### src/rtl/fbr_rr_arbiter.sv
// fbr_rr_arbiter: round-robin sequencer sharing one WIDTH-bit load/set/clear register (FBR) among NREQ requesters.
// Latency: req sampled at edge N gives gnt + strobe in cycle N+1 and done in cycle N+2; at most one op per 3 cycles.
// Backpressure: requesters hold req until their done pulse; losers simply wait. Define FBR_ARB_PRIO0_EN to give requester 0 fixed top priority.
module fbr_rr_arbiter #(
    parameter int NREQ  = 4,
    parameter int WIDTH = 4
) (
    input  logic                  clk,
    input  logic                  reset,
    input  logic [NREQ-1:0]       req,
    input  logic [2*NREQ-1:0]     op,
    input  logic [WIDTH*NREQ-1:0] wdata,
    output logic [NREQ-1:0]       gnt,
    output logic [NREQ-1:0]       done,
    output logic                  busy,
    output logic [WIDTH-1:0]      reg_d,
    output logic                  reg_load,
    output logic                  reg_set,
    output logic                  reg_clr,
    output logic [WIDTH-1:0]      q_shadow
);

    localparam int IW = (NREQ > 1) ? $clog2(NREQ) : 1;

    localparam logic [1:0] OP_LOAD = 2'b00;
    localparam logic [1:0] OP_SET  = 2'b01;
    localparam logic [1:0] OP_CLR  = 2'b10;
    localparam logic [1:0] OP_NOP  = 2'b11;

    typedef enum logic [1:0] {
        ST_IDLE  = 2'd0,
        ST_GRANT = 2'd1,
        ST_DONE  = 2'd2
    } state_t;

    state_t            state_q;
    state_t            state_d;
    logic [IW-1:0]     ptr_q;
    logic [IW-1:0]     ptr_nxt;
    logic [IW-1:0]     win_q;
    logic [NREQ-1:0]   win_oh;
    logic [1:0]        op_q;
    logic [WIDTH-1:0]  dat_q;
    logic [WIDTH-1:0]  shadow_q;

    logic              win_vld;
    logic [IW-1:0]     win_idx;
    logic [1:0]        win_op;
    logic [WIDTH-1:0]  win_dat;

    // Pick the next winner: scan from ptr to the top, then wrap and scan from the bottom.
    always_comb begin
        win_vld = 1'b0;
        win_idx = '0;
        win_op  = OP_NOP;
        win_dat = '0;
`ifdef FBR_ARB_PRIO0_EN
        // Requester 0 always wins; the rest rotate among 1..NREQ-1 and ptr==0 means "start at 1".
        if (req[0]) begin
            win_vld = 1'b1;
            win_idx = '0;
            win_op  = op[1:0];
            win_dat = wdata[WIDTH-1:0];
        end
        for (int j = 1; j < NREQ; j++) begin
            if (!win_vld && req[j] && (j >= int'(ptr_q))) begin
                win_vld = 1'b1;
                win_idx = IW'(j);
                win_op  = op[2*j +: 2];
                win_dat = wdata[WIDTH*j +: WIDTH];
            end
        end
        for (int j = 1; j < NREQ; j++) begin
            if (!win_vld && req[j]) begin
                win_vld = 1'b1;
                win_idx = IW'(j);
                win_op  = op[2*j +: 2];
                win_dat = wdata[WIDTH*j +: WIDTH];
            end
        end
`else
        for (int j = 0; j < NREQ; j++) begin
            if (!win_vld && req[j] && (j >= int'(ptr_q))) begin
                win_vld = 1'b1;
                win_idx = IW'(j);
                win_op  = op[2*j +: 2];
                win_dat = wdata[WIDTH*j +: WIDTH];
            end
        end
        for (int j = 0; j < NREQ; j++) begin
            if (!win_vld && req[j]) begin
                win_vld = 1'b1;
                win_idx = IW'(j);
                win_op  = op[2*j +: 2];
                win_dat = wdata[WIDTH*j +: WIDTH];
            end
        end
`endif
    end

    // Decode the captured winner index into a one-hot grant vector and compute the pointer advance.
    always_comb begin
        win_oh = '0;
        for (int j = 0; j < NREQ; j++) begin
            win_oh[j] = (int'(win_q) == j);
        end
        ptr_nxt = ptr_q;
`ifdef FBR_ARB_PRIO0_EN
        // Requester 0 grants leave the rotation untouched; the wrap skips over 0.
        if (win_q != '0) begin
            if (int'(win_q) == NREQ - 1) begin
                ptr_nxt = IW'(1);
            end else begin
                ptr_nxt = win_q + IW'(1);
            end
        end
`else
        if (int'(win_q) == NREQ - 1) begin
            ptr_nxt = '0;
        end else begin
            ptr_nxt = win_q + IW'(1);
        end
`endif
    end

    // FSM state register.
    always_ff @(posedge clk) begin
        if (reset) begin
            state_q <= ST_IDLE;
        end else begin
            state_q <= state_d;
        end
    end

    // FSM next state and register-side outputs; strobes only ever come from GRANT.
    always_comb begin
        state_d  = state_q;
        gnt      = '0;
        done     = '0;
        busy     = (state_q != ST_IDLE);
        reg_d    = '0;
        reg_load = 1'b0;
        reg_set  = 1'b0;
        reg_clr  = 1'b0;
        case (state_q)
            ST_IDLE: begin
                if (win_vld) begin
                    state_d = ST_GRANT;
                end
            end
            ST_GRANT: begin
                gnt = win_oh;
                case (op_q)
                    OP_LOAD: begin
                        reg_load = 1'b1;
                        reg_d    = dat_q;
                    end
                    OP_SET:  reg_set = 1'b1;
                    OP_CLR:  reg_clr = 1'b1;
                    default: ;
                endcase
                state_d = ST_DONE;
            end
            ST_DONE: begin
                gnt     = win_oh;
                done    = win_oh;
                state_d = ST_IDLE;
            end
            default: state_d = ST_IDLE;
        endcase
    end

    // Capture the winner's op/data in IDLE; retire it into the shadow and advance ptr in DONE.
    always_ff @(posedge clk) begin
        if (reset) begin
            ptr_q    <= '0;
            win_q    <= '0;
            op_q     <= OP_NOP;
            dat_q    <= '0;
            shadow_q <= '0;
        end else begin
            if (state_q == ST_IDLE && win_vld) begin
                win_q <= win_idx;
                op_q  <= win_op;
                dat_q <= win_dat;
            end
            if (state_q == ST_DONE) begin
                ptr_q <= ptr_nxt;
                case (op_q)
                    OP_LOAD: shadow_q <= dat_q;
                    OP_SET:  shadow_q <= '1;
                    OP_CLR:  shadow_q <= '0;
                    default: shadow_q <= shadow_q;
                endcase
            end
        end
    end

    assign q_shadow = shadow_q;

endmodule
### config.mk
export PLATFORM = sky130hd
export DESIGN_NAME = fbr_rr_arbiter
export DESIGN_NICKNAME = d
export VERILOG_FILES = /design/src/rtl/fbr_rr_arbiter.sv
export SDC_FILE = /design/constraint.sdc
export NUM_CORES = 1
export LEC_CHECK = 0
export ABC_AREA = 1
export CORE_ASPECT_RATIO = 0.5
export CORE_MARGIN = 2
export CORE_UTILIZATION = 40
export DETAILED_ROUTE_END_ITERATION = 10
export HOLD_SLACK_MARGIN = 0.05
export PLACE_DENSITY = 0.84
export SLEW_MARGIN = 20
export SYNTH_ARGS = -nofsm -noshare
export SYNTH_HDL_FRONTEND = slang
export SYNTH_SLANG_ARGS = --single-unit
export TNS_END_PERCENT = 10
### constraint.sdc
create_clock -name clk -period 3.03 [get_ports clk]
set_input_delay 0.606 -clock clk [delete_from_list [all_inputs] [get_ports clk]]
set_output_delay 0.606 -clock clk [all_outputs]
set_load 0.02 [all_outputs]
# Word-level counts from Yosys, hierarchy flattened
# Index checks and enable logic that the tools add are counted.
[op_classes]
n_eq_ne = 8
n_mux = 45
addsub = 1
magnitude_cmp = 3
reduce_logical = 25
[op_table]
columns = ["operator", "count"]
rows = [
  ["4-bit 2-to-1 mux", 12],
  ["2-bit 2-to-1 mux", 16],
  ["1-bit 2-to-1 mux", 15],
  ["4-bit one-hot mux with 3 select lines", 1],
  ["1-bit logical AND", 11],
  ["2-bit equality test, second input constant", 4],
  ["1-bit zero test", 7],
  ["2-bit by 1-bit equality test with 1-bit output, second input constant", 3],
  ["2-bit zero test", 3],
  ["1-bit by 2-bit greater-or-equal comparator with 1-bit output, first input constant", 2],
  ["2-bit one-hot mux with 2 select lines", 1],
  ["3-bit nonzero test", 1],
  ["2-bit by 1-bit adder with 2-bit output, second input constant", 1],
  ["2-bit greater-or-equal comparator, first input constant", 1],
  ["2-bit inequality test, second input constant", 1],
  ["2-bit AND reduction", 1],
  ["2-bit nonzero test", 1],
  ["2-bit OR reduction", 1],
]
[totals]
wordCells = 88
reg_bits = 16
output_inout_bits = 20
input_bits = 30

# Logic depth before layout (Yosys ltp)
[logic_depth]
word_depth = 28
depth_mapped = 12

# Worst setup path after synthesis
# No wires, ideal clock.
[synth_path]
kind = "in2reg"
startpoint = "input port req[0]"
endpoint = "register win_q[1]"
path_stages = 11
slack_ns = 1.303
setup_ns = 0.118
arrival_time_ns = 1.609
path_cell_list = "buf_2 -> nand2_1 -> nand2_1 -> nor2_4 -> nand2_4 -> nor2_2 -> nand2_2 -> nand2_4 -> inv_1 -> o21ai_0 -> nor2_1"
[synth_via]
elab_chain_len = 26
elab_cells_between_ends = 32
cone_classes = "mux: 14; reduce/logical: 18"
[synth_lines]
columns = ["element", "line", "rtl"]
rows = [
  ["from (decl)", "10", "input logic [NREQ-1:0] req,"],
  ["1-bit logical AND", "83", "if (!win_vld && req[j] && (j >= int'(ptr_q))) begin"],
  ["1-bit 2-to-1 mux", "83", ""],
  ["1-bit zero test", "83", ""],
  ["1-bit logical AND (2 in a row)", "83", ""],
  ["1-bit 2-to-1 mux", "83", ""],
  ["1-bit zero test", "83", ""],
  ["1-bit logical AND (2 in a row)", "83", ""],
  ["1-bit 2-to-1 mux", "83", ""],
  ["[8 not listed]", "n/a", ""],
  ["1-bit 2-to-1 mux", "91", "if (!win_vld && req[j]) begin"],
  ["1-bit zero test", "91", ""],
  ["1-bit logical AND", "91", ""],
  ["1-bit 2-to-1 mux", "91", ""],
  ["1-bit zero test", "91", ""],
  ["1-bit logical AND", "91", ""],
  ["1-bit 2-to-1 mux", "91", ""],
  ["1-bit logical AND", "182", "if (state_q == ST_IDLE && win_vld) begin"],
  ["to (signal assigned)", "183", "win_q <= win_idx;"],
  ["to (decl)", "40", "logic [IW-1:0] win_q;"],
]
# Parallel ways exist; a longest one is shown, timed or not.
# A chain may end at the register's enable or synchronous reset.

# Worst setup path after layout
[layout_path]
startpoint = "register state_q[1]"
endpoint = "output port reg_d[3]"
[layout_via]
elab_chain_len = 2
[layout_lines]
columns = ["element", "line", "rtl"]
rows = [
  ["from (decl)", "36", "state_t state_q;"],
  ["from (signal assigned)", "131", "state_q <= state_d;"],
  ["2-bit by 1-bit equality test with 1-bit output", "145", "case (state_q)"],
  ["4-bit 2-to-1 mux", "145", ""],
  ["to (decl)", "16", "output logic [WIDTH-1:0] reg_d,"],
]
# No other way between the ends.

==> key figures <==
Outcome
  – Status: finished clean

Pwr
  – Switching share of power: between 30% and 40%
  – Clock network power share: 27.0%
  – Comb power frac: 37.3%
  – Peak supply drop: ~150 uV
  – Cell Pwr Density: 346 nW/um2
  – Sw Pwr: between 0.0002 and 0.00025 W
  – Pleak: 1.01 nW
  – Pint: about 0.00046 W
  – Seq pwr share: 35.8%

Synthesis
  – Post-synth ARST share: 0%
  – Synth Instances: 230
  – Post-synth cell types: 24
  – Area leader, netlist: dfxtp_1
  – Syn nets: approximately 270
  – EDFF count, synth: 0
  – Mapped cell area: 1430 um2
  – Post-synth top area share: 22.5%
  – Top cells by area, synth: dfxtp_1, inv_1, nand2_1
  – Ys Warns: 0
  – Register area share after synthesis: 22.5%
  – Top FF cell, synth: dfxtp_1
  – Yosys reg bits: 16
  – Post-synth top cells: inv_1, nand2_1, nor2_1, nand3_1, dfxtp_1
  – Top-count cell post-synth: inv_1
  – Syn_area_per_cell: 6.20 um2

Global routing
  – Vias in the first global route: ~1,300
  – Gr usage total: 17.6%
  – Largest net degree at the start of global routing: 14
  – Global route overflow: 0
  – Global-route wire length before repair: approximately 5600 um
  – Initial antenna violation count: 0

Placed design
  – I/O Buffers: 49
  – GP Congestion: 0.873
  – HPWL Detailed: 2970 um
  – Placed cell count: around 330
  – DP Area: 1960 um2

Timing
  – Final hold vios: 0
  – Fmax: 424 MHz
  – Worst hold slack: approximately 0.47 ns
  – Final Skew: approximately 0.0029 ns
  – Max Slew Vio Count: 0
  – Slew @ Worst Pin: 0.555 ns
  – Final setup fails: 0
  – Sum Neg Setup Slack: 0 ns
  – RSZ-0062 raised after global routing: false
  – Minimum clock period: 2.36 ns
  – Slew headroom: ~63%
  – Tcrit/Tclk final: 77.9%

Worst setup path
  – WS Path Type: flip-flop to output port
  – Critical Path Slowest Stage Cell: clkdlybuf4s50_1
  – CP max FO: 5
  – Family with the most delay on the worst path: buffers and inverters
  – Worst path cell trace: inv_1 -> ha_1 -> nand2_1 -> nor2_1 -> clkdlybuf4s50_1
  – Crit start category: flip-flop
  – Worst EP required: 2.42 ns
  – Crit-path max cell delay: roughly 0.6 ns
  – Worst path bufs/invs: 2
  – Critical path capture point type: output port
  – Crit path DAT: 1.75 ns

Finish
  – Ant. Diodes: 0
  – Layout Cells excl Fill: between 300 and 400
  – # fillers: approximately 320
  – Area Growth Syn to Fin: 41.2%
  – Final nets: 322
  – Share of cells above drive strength 1: around 10%
  – Final instance area: between 2000 and 2500 um2

Drt
  – Drt first pass iters: 4
  – Via density: around 4.7
  – WL/cell: around 11 um
  – DRC Markers: 0
  – Vias: around 1,500
  – DRT iter0 DRCs: 94
  – Remaining antenna violation count: 0
  – Drt total wl: between 3000 and 4000 um

Floorplan
  – Die height: 46.2 um
  – Core Box Area: 3420 um2
  – Initial core utilization: between 40% and 50%
  – Std-Cell Rows: 15
  – I/O pin total: 50
  – Die Wd: 88.5 um
  – Die Footprint: 4090 um2

CTS
  – Sink Count: 16
  – Total CTS buffers: 3
  – Clk buf depth: 2
  – Post-CTS setup buffers: 0
  – # hold bufs at CTS: 0
  – # H-tree levels: 1
  – Worst-Skew Late Latency: roughly 0.25 ns
  – Post-cts resize count: 0
  – CTS tree: done
  – Clock root cell: clkbuf_8
  – Worst-path clk slew: 0.06 ns

Hold path
  – Type of the tightest min-delay check: flip-flop to flip-flop

Flow run
  – Maxcap violations: 0
## state kept, by name, summed over array words and instances, names as in the netlist
signal    count
state_q       2
q_shadow      4
dat_q         4
op_q          2
win_q         2
ptr_q         2
## layer usage
metal	wire length (um)	track usage (%)	vias to the layer above
met4	17	4.55	0
met2	1700	31.3	40
met3	148	1.97	2
li1	-	-	810
met5	0	0	-
met1	1750	23.3	688
## final timing paths
| kind | start | endpoint | slack [ns] | depth (start not counted) |
|---|---|---|---|---|
| setup / recovery | state_q[1]$_SDFFE_PP0P_ | reg_d[3] | 0.67 | 5 |
| hold reg to reg | q_shadow[3]$_SDFFE_PP0P_ | q_shadow[3]$_SDFFE_PP0P_ | 0.47 | 2 |
| hold / removal | q_shadow[3]$_SDFFE_PP0P_ | q_shadow[3]$_SDFFE_PP0P_ | 0.47 | 2 |
| setup reg to reg | ptr_q[1]$_SDFFE_PP0P_ | win_q[1]$_SDFFE_PP0P_ | 1.29 | 11 |
## layout make-up
type                            count  area, um2  area share, %
Clock buffer                        4       55.1           2.73
Inverter                           52        195           9.69
Sequential cell                    16        320           15.9
Tap cell                           51       63.8           3.17
Multi-Input combinational cell    158        882           43.8
Timing Repair Buffer               50        498           24.7
## metrics by stage
step | setup slack (ns) | utilization [%] | power (W)
final | 0.671 | 59.0 | 0.000696
after global routing | 0.569 | 59.0 | 0.000741
after CTS | 0.654 | 59.0 | 0.000698
after detailed placement | 0.566 | 57.4 | 0.000510
after global placement | 0.656 | 57.4 | 0.000502
after floorplan | 1.30 | - | 0.000412
## layout by cell type (no fill, tap or decap)
cell,Yosys,final
o211ai_1,1,1
inv_1,52,52
nand3_1,17,17
nand2_1,49,49
or2_2,1,1
nor3_1,2,2
o21ai_0,7,7
a21oi_2,5,5
nand2_4,4,4
clkbuf_8,0,4
nor3_4,1,1
o21ai_1,2,2
nand3_2,2,2
a221oi_1,4,4
nor2_1,29,29
nand4_1,4,4
nand2_2,7,7
dfxtp_1,16,16
nor2_2,2,2
ha_1,11,11
clkdlybuf4s50_1,0,49
buf_4,0,1
a21oi_1,9,9
nor2_4,1,1
## worst register-to-register path, cell delays in order, from the launching register on
cell	delay [ns]
dfxtp_1	0.40
inv_1	0.10
nand2_2	0.09
nand2_1	0.10
nor2_4	0.19
nand2_4	0.08
nor2_2	0.09
nand2_2	0.10
nand2_4	0.16
inv_1	0.11
o21ai_0	0.17
nor2_1	0.05
## kinds of logic after synthesis
| family | Yosys count | synth area share [%] |
|---|---|---|
| AO/OA/AOI/OAI | 28 | 12.4 |
| flip-flops | 16 | 22.5 |
| adder cells (fa/ha/maj) | 11 | 9.65 |
| AND/OR/NAND/NOR | 119 | 39.8 |
| buffers and inverters | 56 | 15.7 |
## power by group through the flow
stage | registers (W) | logic, W | clock network (W)
finish | 0.000249 | 0.000259 | 0.000188
detailed placement | 0.000253 | 0.000257 | 0
CTS | 0.000249 | 0.000260 | 0.000189
global placement | 0.000253 | 0.000249 | 0
global route | 0.000251 | 0.000290 | 0.000200
floorplan | 0.000252 | 0.000160 | 0
Power figures use the tool's default switching activity.
==> edit 1: new RTL, same flow settings <==
Make the reset (`reset`) asynchronous in 2 clocked blocks.
--- a/src/rtl/fbr_rr_arbiter.sv
+++ b/src/rtl/fbr_rr_arbiter.sv
@@ -125,5 +125,5 @@
 
     // FSM state register.
-    always_ff @(posedge clk) begin
+    always_ff @(posedge clk or posedge reset) begin
         if (reset) begin
             state_q <= ST_IDLE;
@@ -172,5 +172,5 @@
 
     // Capture the winner's op/data in IDLE; retire it into the shadow and advance ptr in DONE.
-    always_ff @(posedge clk) begin
+    always_ff @(posedge clk or posedge reset) begin
         if (reset) begin
             ptr_q    <= '0;
Check against the original RTL: differs if reset is asserted again (counterexample within 4 cycles, from zero or initial values and one cycle with reset high); with reset held inactive, the same outputs for 10 cycles.
==> edit 1 against the unedited design <==
  * Hold slack better by 0.028 ns
  * Design area up 0.50%
  * Routed wire length up 3.5%
  * Critical endpoint is now done[1]
  * Sequential cell count unchanged
  * Count of clock-buffer cells in the layout unchanged
  * Synthesized area down 0.53%
  * Setup slack worse by 0.16 ns
  * Register-to-register slack better by 0.14 ns
Power is not compared: it rests on default switching activity, and its combinational part moved more than twofold at a synthesized area within 25%.
==> edit 1: results (changes against the unedited design) <==
- Largest net degree at the start of global routing: 17 (was 14)
- FFs w/ async S/R, synth: 100% (was 0%)
- Commonest cells in the netlist: 68 x nand2_1, 45 x inv_1, 26 x nand3_1 (was 52 x inv_1, 49 x nand2_1, 29 x nor2_1)
- Distinct cells, synth: 20 (was 24)
- Register Area: 403 µm² (was 320 µm²)
- Pre-CTS setup slack: 0.709 ns (was 0.566 ns)
- Worst min-delay path class: flop to flop (unchanged)
- 1st-iter DRT viols: 118 (was 94)
- Outcome: completed (unchanged)
- Detailed Route WL: 3730 µm (was 3610 µm)
- Primary FF master, synth: dfrtp_1 (was dfxtp_1)
- Mapped Nets: 266 (was 271)
- Post-detail-place hpwl: 3070 µm (was 2970 µm)
- Placed inst area: 1970 µm² (was 1960 µm²)
- Post-synthesis instance total: 225 (was 230)
- Vias: 1592 (was 1540)
- RD Place Congestion: 0.829 (was 0.873)
- Filler instances: 338 (was 318)
- Critical Path Fanout Max: 13 (was 5)
- Worst Path Arrival: 1.92 ns (was 1.75 ns)
- Top cells by area, synth: dfrtp_1 25%, nand2_1 18%, inv_1 12% (was dfxtp_1 22%, inv_1 14%, nand2_1 13%)
- Vias in the first global route: 1416 (was 1289)
- Tightest Pin Transition: 0.592 ns (was 0.555 ns)
- Global-route wire length before repair: 5970 µm (was 5620 µm)
- Via density: 4.85 (was 4.65)
- Layout cells sized above 1: 6.86% (was 10.0%)
- Sequential fraction of the synthesis area: 28.4% (was 22.5%)
- Post-CTS Setup Repair Bufs: 0 (unchanged)
- Total Routing Usage GR: 19.0% (was 17.6%)
- Nets: 319 (was 322)
## edit 1: path summary, 6_finish.rpt
check                           start     endpoint  slack, ns  depth (start not counted)
setup / recovery           state_q[0]      done[1]       0.51                          5
hold / removal                op_q[0]      op_q[0]       0.50                          2
setup reg to reg             ptr_q[1]      op_q[1]       1.43                         10
hold reg to reg               op_q[0]      op_q[0]       0.50                          2
max in group asynchronous       reset     ptr_q[0]       1.93                          2
min in group asynchronous       reset  q_shadow[0]       0.71                          2
## edit 1: metal layers
| layer | vias up | wire length, µm | share of wire, % | global-route usage (%) |
|---|---|---|---|---|
| met2 | 55 | 1720 | 46 | 31.7 |
| met4 | 0 | 78 | 2.1 | 8.18 |
| li1 | 797 | - | - | - |
| met1 | 728 | 1730 | 46 | 25.4 |
| met3 | 12 | 206 | 5.5 | 2.51 |
| met5 | - | 0 | 0 | 0 |
## edit 1: where the power goes
| part | internal (mW) | total, mW | switching (mW) |
|---|---|---|---|
| Sequential | 0.333 | 0.417 | 0.0839 |
| Clock | 0.115 | 0.193 | 0.0780 |
| Combinational | 0.426 | 1.07 | 0.641 |
## edit 1: worst max-delay path, stage by stage, from the launching register on
cell,delay (ns)
dfrtp_1,0.39
inv_1,0.11
ha_1,0.42
nand2_1,0.09
inv_1,0.06
clkdlybuf4s50_1,0.59
## edit 1: cells by family (layout without fill, tap and decap cells)
group / after synthesis / in the layout / synth area share [%]
buf+inv: 48 / 100 / 12.9
flops: 16 / 16 / 28.4
compound gates: 16 / 16 / 6.44
simple gates: 134 / 134 / 42.6
fa+ha+maj: 11 / 11 / 9.70
## edit 1: layout make-up
| class | instances | area share, % |
|---|---|---|
| inverters | 47 | 8.84 |
| flip-flops and latches | 16 | 19.9 |
| clock buffers | 4 | 2.72 |
| repair buffers | 49 | 24.2 |
| multi-input cells | 161 | 41.2 |
| well taps | 51 | 3.15 |
==> edit 2: new RTL, same flow settings <==
Made on the original files. Change the parameter `WIDTH` from 4 to 6.
--- a/src/rtl/fbr_rr_arbiter.sv
+++ b/src/rtl/fbr_rr_arbiter.sv
@@ -4,5 +4,5 @@
 module fbr_rr_arbiter #(
     parameter int NREQ  = 4,
-    parameter int WIDTH = 4
+    parameter int WIDTH = 6
 ) (
     input  logic                  clk,
Interface: changed (resized q_shadow, reg_d and wdata); port bits go from 50 to 62. No check against the original RTL was run, so the function may have changed too.
==> edit 2 against the unedited design <==
  * Design area grew 17%
  * Synthesized cell count increased by 17%
  * Count of clock-buffer cells in the layout is the same
  * Sequential cell count rose by 4
  * Sequential power rose by 23%
  * Setup slack got worse by 0.16 ns
  * Routed wire length rose by 32%
  * Power rose by 17%
  * Fmax fell by 6.5%
  * Synthesized area is 16% higher
  * Critical endpoint is now done[2]
==> edit 2: results (changes against the unedited design) <==
- Outcome: completed (unchanged)
- Antenna Cells: 0 (unchanged)
- Clock transition at path regs: 0.07 ns
- Mapped Nets: 319 (was 271)
- Fin cells: 384 (was 331)
- Initial antenna violation count: 0 (unchanged)
- RD Place Congestion: 0.868 (was 0.873)
- Clk pwr share: 24.9% (was 27.0%)
- Static Leak: 1.16 nW (was 1.01 nW)
- Top cells by area, synth: dfxtp_1 24%, nand2_1 13%, inv_1 11% (was dfxtp_1 22%, inv_1 14%, nand2_1 13%)
- Post-CTS Setup Repair Bufs: 0 (unchanged)
- Total Routing Usage GR: 20.7% (was 17.6%)
- Global-route wire length before repair: 7820 µm (was 5620 µm)
- Layout cells sized above 1: 8.18% (was 10.0%)
- Detailed Route WL: 4770 µm (was 3610 µm)
- Critical Path Fanout Max: 15 (was 5)
- Worst slew margin: 67.1% (was 62.9%)
- Clk root buf: clkbuf_8 (unchanged)
- Pre-CTS setup slack: 0.407 ns (was 0.566 ns)
- Port Buffers: 61 (was 49)
- Comb power: 0.304 mW (was 0.259 mW)
- Syn avg cell area: 6.11 µm² (was 6.20 µm²)
- Placed inst area: 2310 µm² (was 1960 µm²)
- Post-synthesis adder-cell area fraction: 8.34% (was 9.65%)
- Commonest cells in the netlist: 57 x nand2_1, 49 x inv_1, 39 x nor2_1 (was 52 x inv_1, 49 x nand2_1, 29 x nor2_1)
- Vias: 1900 (was 1540)
- 1st-iter DRT viols: 136 (was 94)
- Vias in the first global route: 1712 (was 1289)
- GRT met2 Usage: 34.5% (was 31.3%)
- Post-detail-place hpwl: 3780 µm (was 2970 µm)
- Met3 layer usage reported by global route: 2.01% (was 1.97%)
- Peak supply drop: 0.000158 V (was 0.000151 V)
- Sequential fraction of the synthesis area: 24.3% (was 22.5%)
- Synth Area in Compound Gates: 13.5% (was 12.4%)
- Switch share: 34.6% (was 34.0%)
- Met1 GRT Util: 29.0% (was 23.3%)
- Largest net degree at the start of global routing: 16 (was 14)
- Clock group: 0.202 mW (was 0.188 mW)
- Worst Skew: 0.00286 ns (was 0.00291 ns)
[edit 2: cell types whose count changed after synthesis, sizes merged, moves of 5 or more]
cell and delta:
a211oi +7, nor2 +8, o21ai -5, nand2 +7, nand3 +8, a21oi +7
[edit 2: final cells by class]
class / instances / area, µm²
Fill cell: 350 / 1560
Clock buffer: 4 / 55.1
Sequential cell: 20 / 400
Multi-Input combinational cell: 192 / 1020
Inverter: 51 / 191
Tap cell: 54 / 67.6
Timing Repair Buffer: 63 / 626
[edit 2: per-layer routing]
metal / up-vias / wire (µm)
met4: 0 / 65
li1: 968 / -
met1: 850 / 2220
met5: - / 0
met3: 12 / 258
met2: 70 / 2230
[edit 2: final timing paths]
| kind | from | to | slack (ns) | cells past startpoint |
|---|---|---|---|---|
| hold / removal | dat_q[4] | dat_q[4] | 0.49 | 2 |
| setup reg to reg | ptr_q[1] | op_q[0] | 0.96 | 9 |
| hold reg to reg | dat_q[4] | dat_q[4] | 0.49 | 2 |
| setup / recovery | state_q[0] | done[2] | 0.51 | 5 |
